--- config.mk ---
export PLATFORM = sky130hd
export DESIGN_NAME = instruction_fetch
export DESIGN_NICKNAME = d
export VERILOG_FILES = /design/src/rtl/instruction_fetch.sv
export SDC_FILE = /design/constraint.sdc
export NUM_CORES = 1
export LEC_CHECK = 0
export BUFFER_PORTS_ARGS = -buffer_cell sky130_fd_sc_hd__buf_2
export CAP_MARGIN = 20
export CORE_ASPECT_RATIO = 0.9
export CORE_MARGIN = 2
export CORE_UTILIZATION = 53
export CTS_BUF_LIST = sky130_fd_sc_hd__clkbuf_8 sky130_fd_sc_hd__clkbuf_16
export DETAILED_ROUTE_END_ITERATION = 10
export HOLD_SLACK_MARGIN = 0.1
export PLACE_DENSITY = 0.8
export SLEW_MARGIN = 20
export SYNTH_ARGS = -nofsm -noshare
export SYNTH_HDL_FRONTEND = slang
export SYNTH_SLANG_ARGS = --single-unit
--- constraint.sdc ---
create_clock -name clk -period 4.9 [get_ports clk]
set_clock_uncertainty 0.2 [all_clocks]
set_input_delay 0.98 -clock clk [delete_from_list [all_inputs] [get_ports clk]]
set_output_delay 0.98 -clock clk [all_outputs]
set_load 0.03 [all_outputs]
--- src/rtl/instruction_fetch.sv ---
// rtl/instruction_fetch.sv - IF stage: PC register, IF/ID pipeline register, RUN/HALT fetch control
// Optional perf counters (fetch_count, stall_count) enabled by defining FETCH_PERF_EN.
module instruction_fetch #(
    parameter logic [63:0] RESET_PC  = 64'h0,
    parameter int          MEM_BYTES = 88
) (
    input  logic        clk,
    input  logic        reset,
    input  logic        stall,
    input  logic        branch_taken,
    input  logic [63:0] branch_target,
    input  logic [31:0] instruction,
    output logic [63:0] inst_address,
    output logic [63:0] if_id_pc,
    output logic [31:0] if_id_instruction,
    output logic        if_id_valid,
    output logic        halted
`ifdef FETCH_PERF_EN
    ,
    output logic [31:0] fetch_count,
    output logic [31:0] stall_count
`endif
);

    localparam logic [63:0] MEM_LIMIT = 64'(MEM_BYTES);
    localparam logic [31:0] NOP       = 32'h00000013;

    typedef enum logic {RUN, HALT} state_t;

    state_t      state_q, state_d;
    logic [63:0] pc_q, pc_d;
    logic [63:0] if_id_pc_q, if_id_pc_d;
    logic [31:0] if_id_instr_q, if_id_instr_d;
    logic        if_id_valid_q, if_id_valid_d;

    logic [63:0] pc_seq;
    logic [63:0] br_pc;

    assign pc_seq = pc_q + 64'd4;
    assign br_pc  = branch_target & ~64'd3;

    always_comb begin
        state_d       = state_q;
        pc_d          = pc_q;
        if_id_pc_d    = if_id_pc_q;
        if_id_instr_d = if_id_instr_q;
        if_id_valid_d = if_id_valid_q;

        if (branch_taken) begin
            // A redirect flushes IF/ID in either state; the target alone decides RUN vs HALT.
            pc_d          = br_pc;
            if_id_pc_d    = 64'h0;
            if_id_instr_d = NOP;
            if_id_valid_d = 1'b0;
            state_d       = (br_pc >= MEM_LIMIT) ? HALT : RUN;
        end else begin
            case (state_q)
                RUN: begin
                    if (!stall) begin
                        pc_d          = pc_seq;
                        if_id_pc_d    = pc_q;
                        if_id_instr_d = instruction;
                        if_id_valid_d = 1'b1;
                        if (pc_seq >= MEM_LIMIT) begin
                            state_d = HALT;
                        end
                    end
                end
                HALT: begin
                    if_id_pc_d    = 64'h0;
                    if_id_instr_d = NOP;
                    if_id_valid_d = 1'b0;
                end
                default: state_d = RUN;
            endcase
        end
    end

    always_ff @(posedge clk or negedge reset) begin
        if (!reset) begin
            state_q       <= RUN;
            pc_q          <= RESET_PC;
            if_id_pc_q    <= 64'h0;
            if_id_instr_q <= NOP;
            if_id_valid_q <= 1'b0;
        end else begin
            state_q       <= state_d;
            pc_q          <= pc_d;
            if_id_pc_q    <= if_id_pc_d;
            if_id_instr_q <= if_id_instr_d;
            if_id_valid_q <= if_id_valid_d;
        end
    end

    assign inst_address      = pc_q;
    assign if_id_pc          = if_id_pc_q;
    assign if_id_instruction = if_id_instr_q;
    assign if_id_valid       = if_id_valid_q;
    assign halted            = (state_q == HALT);

`ifdef FETCH_PERF_EN
    logic [31:0] fetch_count_q, fetch_count_d;
    logic [31:0] stall_count_q, stall_count_d;
    logic        fetch_hit;
    logic        stall_hit;

    always_comb begin
        fetch_hit     = (state_q == RUN) && !branch_taken && !stall;
        stall_hit     = (state_q == RUN) && !branch_taken && stall;
        fetch_count_d = fetch_count_q;
        stall_count_d = stall_count_q;
        // Counters stick at all-ones rather than wrapping.
        if (fetch_hit && (fetch_count_q != 32'hFFFFFFFF)) begin
            fetch_count_d = fetch_count_q + 32'd1;
        end
        if (stall_hit && (stall_count_q != 32'hFFFFFFFF)) begin
            stall_count_d = stall_count_q + 32'd1;
        end
    end

    always_ff @(posedge clk or negedge reset) begin
        if (!reset) begin
            fetch_count_q <= 32'h0;
            stall_count_q <= 32'h0;
        end else begin
            fetch_count_q <= fetch_count_d;
            stall_count_q <= stall_count_d;
        end
    end

    assign fetch_count = fetch_count_q;
    assign stall_count = stall_count_q;
`endif

endmodule

==> results of run 1 <==
-- area by class of cell --
type | instances | area [µm²] | share of cell area, %
Timing Repair Buffer | 268 | 1380 | 12.6
Tap cell | 211 | 264 | 2.40
Clock inverter | 14 | 133 | 1.21
Antenna cell | 1 | 2.50 | 0.0228
Multi-Input combinational cell | 757 | 4750 | 43.2
Sequential cell | 159 | 3980 | 36.2
Clock buffer | 18 | 439 | 4.00
Inverter | 11 | 41.3 | 0.376
-- kinds of logic after synthesis --
kind of cell    count (synthesis)  synth area share (%)
other cells                     1                0.0409
mux                           105                  11.6
fa+ha+maj                       2                 0.273
flops                         159                  43.5
buf+inv                       101                  4.79
compound gates                106                  6.84
xor+xnor                       79                  7.55
simple gates                  463                  25.5
-- cells in the mapped netlist (4+ instances only) --
master,number,area share (%)
nor3_1,21,1.1
xor2_1,29,2.8
dfrtp_1,156,43
clkbuf_1,55,2.3
xnor2_1,50,4.8
mux2i_1,98,11
nor4_1,37,2.5
nand2_1,107,4.4
or4_1,8,0.66
and4_1,8,0.76
a21oi_1,9,0.49
buf_1,5,0.20
and2_1,4,0.27
nand4_1,51,3.5
nand3_1,36,2.0
nor2_1,141,5.8
buf_4,8,0.66
buf_2,20,1.1
mux2_2,7,0.86
or3_1,5,0.34
and3_1,11,0.75
inv_1,11,0.45
o21ai_0,68,3.7
-- through the flow --
step / utilization, % / cell area (µm²) / total power (W) / std cells
after CTS: 65.0 / 11000 / 0.00326 / 1438
after global placement: 61.7 / 10400 / 0.00198 / 1406
final: 65.1 / 11000 / 0.00324 / 1439
after detailed placement: 61.7 / 10400 / 0.00198 / 1406
after floorplan: - / 9170 / 0.00180 / 1017
after global routing: 65.0 / 11000 / 0.00337 / 1438
-- layer usage --
layer  GRT usage [%]  vias up  share of wire [%]
met4            8.56        0                1.6
met2            46.7      393                 45
li1                -     3981                  -
met1            43.2     4043                 44
met3            7.74       39                9.1
met5               0        -                  0
-- worst max-delay path by stage --
stage                     start  endpoint  cells after the start
4_1_cts        inst_address[25]    halted                      8
3_3_place_gp   inst_address[25]    halted                      8
3_5_place_dp   inst_address[25]    halted                      8
6_report       inst_address[25]    halted                      8
2_1_floorplan  inst_address[34]    halted                     10
5_1_grt        inst_address[25]    halted                      8
-- state kept, by name (all words and copies together) (netlist names) --
name	cells
if_id_pc	63
inst_address	62
halted	1
if_id_valid	1
if_id_instruction	32
-- cell usage in the layout, fill, tap and decap left out, types with 9 or more instances in the layout --
cell type / n
nor4_1: 37
xnor2_1: 50
o21ai_0: 68
nand2_1: 107
nand4_1: 51
dfrtp_1: 156
clkbuf_16: 17
buf_4: 11
buf_2: 255
nor3_1: 21
nand3_1: 36
nor2_1: 141
xor2_1: 29
and3_1: 11
a21oi_1: 9
mux2i_1: 98
inv_1: 12
-- worst max-delay path: cells and delay by family, from the launching register on --
kind | cells | cell delay [ns]
compound gates | 2 | 0.56
simple gates | 6 | 2.52
flops | 1 | 0.69
-- power breakdown --
group          leakage (nW)  internal (W)  total (W)  switching (W)
Sequential             2.09       0.00136    0.00149       0.000133
Clock                 0.267      0.000718    0.00128       0.000559
Combinational          2.75      0.000179   0.000477       0.000298
Total                  5.11       0.00225    0.00324       0.000990
==> impl_metrics.toml, run 1 <==
[die]
coreArea_um2 = 16900
die_h_um = 129
start_util_pct = 54.2
row_count = 45
chipWidth_um = 143
pin_count = 262
dieArea_um2 = 18400

[route]
drtPass1Iterations = 6
vias = 8456
drc = 0
ant_nets = 0
wl_per_cell_um = 19.2
drt_iter0_drc = 765
via_per_inst = 5.88
wl_um = 27700

[setup_path]
critPathSlowestCell = "dfrtp_1"
cp-start-kind = "flip-flop"
crit_type = "reg2reg"
cp_cell_sequence = "nand4_1, nor4_1, nand3_2, o31a_1, or4_1, or4_1, or4_1, o21a_1"
rr_worst_depth = 8
reg2reg_from = "inst_address[25]"
crit_fanout = 14
reg2reg_to = "halted"
cp-end-kind = "flip-flop"
crit_top_cell = "or4_1"
max_stage_delay_ns = 0.69
cp.arrival_ns = 4.20
r2r_setup_slack_ns = 0.81
required_ns = 5.02

[logic_synthesis]
synthFlopType = "dfrtp_1"
netlist_area_um2 = 9160
synth_seq_area_share_pct = 43.5
synth.avg_cell_area_um2 = 9.02
synth_seq_cells = 159
ys_warn_count = 0
yosys.cell_types.count = 66
async_reset_ff_share_pct = 100
synthCells = 1016
synth_edf_count = 0

[sta]
relSlewSlack_pct = 35.9
worst_pin_slew_ns = 0.962
period_share_pct = 83.4
hold_viol_final = 0
report.final.slew_viol_count = 0
setup_violations = 0
tns_ns = 0
fmax_mhz = 245
rsz0062_at_grt = "no"
setup_ws_ns = 0.814
fin_crit_ns = 4.09
holdWs_ns = 0.315

[finish]
fillerInstances = 1417
area_delta_synth_final_pct = 20.0
drive_gt1_share_pct = 26.9
fin_nets = 1316

[cts]
cts_tree = "yes"
cts_buffer_depth = 2
cts.sinks = 159
path_clk_slew_ns = 0.06
ctsResizeCount = 0
ctsHoldBuffers = 0
cts_setup_buffers = 0
numCtsBuffers = 17
root_buffer = "clkbuf_16"
clk_latency_ns = 0.43
h-tree-depth = 4

[min_path]
min_to = "if_id_instruction[8]"
hp-class = "reg2reg"
holdPathStages = 2
hp-start = "if_id_instruction[8]"

[global_route]
grt_pass1_vias = 7978
grt_pass1_wl_um = 43400
grt_max_degree = 93
track_usage_pct = 30.5
grt_antenna_before_repair = 1
overflow = 0

[power_and_ir_drop]
power.leakage_nw = 5.11
powerDensity_nw_per_um2 = 295
irDropWorstVdd_mv = 0.238

[placed_design]
routabilityCongestion = 0.990
portBuffers = 257
place_hpwl_um = 20300
place_ws_ns = 0.891

[outcome]
status = "finished clean"

[flow_run]
cap_violations = 0
No activity file was read; power rests on OpenSTA's default activity.
==> run 2, diff against run 1 <==
Clock period 4.9 ns to 4.1 ns, I/O delays scaled along.
==> run 2 against run 1 <==
Maximum frequency up 6.8%. Sequential share of layout area shrank 1.2 points. Core utilization is 2.2 points higher. Via count increased by 3.9%. Register-to-register slack worse by 0.54 ns. Non-clock buffer count rose by 43. Combinational power up 42%. Critical endpoint unchanged. Largest cell class unchanged.
==> impl_metrics.toml, run 2 (synthesis gave the netlist of run 1 again) <==
[outcome]
status = "finished clean"

[global_route]
grt_max_degree = 93
grt_pass1_vias = 8138
overflow = 0
track_usage_pct = 31.2
grt_pass1_wl_um = 44400
grt_antenna_before_repair = 1

[power_and_ir_drop]
switching_share_pct = 29.0
power.leakage_nw = 5.36
p_comb_share_pct = 16.6
irDropWorstVdd_mv = 0.300
switching_power_w = 0.00118
p_seq_share_pct = 42.4
power_frac_clock_pct = 41.0
powerDensity_nw_per_um2 = 358
power.internal_w = 0.00289

[die]
coreArea_um2 = 16900
chipWidth_um = 143
row_count = 45
pin_count = 262
die_h_um = 129
dieArea_um2 = 18400
start_util_pct = 54.2

[finish]
area_delta_synth_final_pct = 24.1
largest_reg_flops = 63
final_cell_mix = "buf_2 (255), dfrtp_1 (156), nor2_1 (141)"
finalNonFillerCells = 1481
fin_nets = 1359
final_common_cell = "buf_2"
fin_area_um2 = 11400
drive_gt1_share_pct = 29.3
fillerInstances = 1402

[setup_path]
crit_fanout = 8
r2r_setup_slack_ns = 0.28
cp-start-kind = "flip-flop"
required_ns = 4.22
crit_type = "reg2reg"
cp.arrival_ns = 3.95
cp-endpoint = "halted"
reg2reg_from = "inst_address[3]"
rr_worst_depth = 9
reg2reg_to = "halted"
cp-end-kind = "flip-flop"
crit_start = "inst_address[3]"

[sta]
period_share_pct = 93.3
fin_crit_ns = 3.82
worst_pin_slew_ns = 0.933
fmax_mhz = 261
report.final.slew_viol_count = 0
rsz0062_at_grt = "no"
setup_ws_ns = 0.275
relSlewSlack_pct = 37.8
holdWs_ns = 0.234
tns_ns = 0
setup_violations = 0
hold_viol_final = 0

[cts]
root_buffer = "clkbuf_16"
cts_tree = "yes"
ctsHoldBuffers = 0
numCtsBuffers = 17
clk_latency_ns = 0.43
h-tree-depth = 4
cts_buffer_depth = 2
path_clk_slew_ns = 0.07
cts_setup_buffers = 0
ctsResizeCount = 0
cts.sinks = 159

[route]
vias = 8788
drt_iter0_drc = 904
ant_nets = 0
wl_um = 28700
wl_per_cell_um = 19.4
via_per_inst = 5.93
drtPass1Iterations = 5
drc = 0

[placed_design]
place_ws_ns = 0.350
routabilityCongestion = 1.02
dp_cells = 1449
portBuffers = 257
placed_cell_area_um2 = 10800
place_hpwl_um = 21500

[min_path]
hp-class = "in2async"

[flow_run]
cap_violations = 0
-- run 2: area by class of cell --
| cell class | count | area (µm²) | area share [%] |
|---|---|---|---|
| diodes | 1 | 2.50 | 0.0220 |
| clock buffers | 17 | 425 | 3.74 |
| clock inverters | 14 | 189 | 1.66 |
| inverters | 11 | 41.3 | 0.363 |
| multi-input cells | 757 | 4750 | 41.7 |
| flip-flops and latches | 159 | 3980 | 35.0 |
| well taps | 211 | 264 | 2.32 |
| repair buffers | 311 | 1720 | 15.1 |
-- run 2: per-layer routing --
metal	up-vias	routed length, µm	GRT usage (%)	share of wire [%]
met4	0	495	7.28	1.7
li1	4064	-	-	-
met1	4286	12700	44.8	44
met3	46	2380	5.43	8.3
met2	392	13200	49.8	46
met5	-	0	0	0
-- run 2: metrics by stage --
step | total power, W | util, %
2_1_floorplan | 0.00215 | -
3_3_place_gp | 0.00241 | 63.6
3_5_place_dp | 0.00242 | 63.6
4_1_cts | 0.00407 | 67.3
5_1_grt | 0.00421 | 67.3
6_report | 0.00407 | 67.3
-- run 2: how the worst min path moves through the flow --
stage | from | end | slack [ns] | cells after the start
global placement | if_id_pc[28] | if_id_pc[28] | 0.30 | 2
global route | reset | if_id_instruction[12] | 0.29 | 1
detailed placement | if_id_pc[36] | if_id_pc[36] | 0.31 | 2
floorplan | reset | halted | 0.32 | 0
CTS | reset | if_id_instruction[12] | 0.26 | 1
finish | reset | if_id_instruction[12] | 0.23 | 1
-- run 2: power groups by stage --
stage | Sequential, W | Combinational, W | Clock [W]
final | 0.00172 | 0.000676 | 0.00167
after global routing | 0.00173 | 0.000729 | 0.00175
after CTS | 0.00172 | 0.000672 | 0.00168
after detailed placement | 0.00175 | 0.000667 | 0
after global placement | 0.00175 | 0.000662 | 0
after floorplan | 0.00181 | 0.000335 | 0
-- run 2: worst max-delay path, cell delays in order (launching register included) --
cell and delay, ns:
dfrtp_1 0.48, ha_1 0.34, and3_1 0.34, nand3_1 0.32
nor4_4 0.30, nor2_1 0.07, or4_1 0.51, or4_1 0.49
or4_1 0.49, o21a_1 0.18
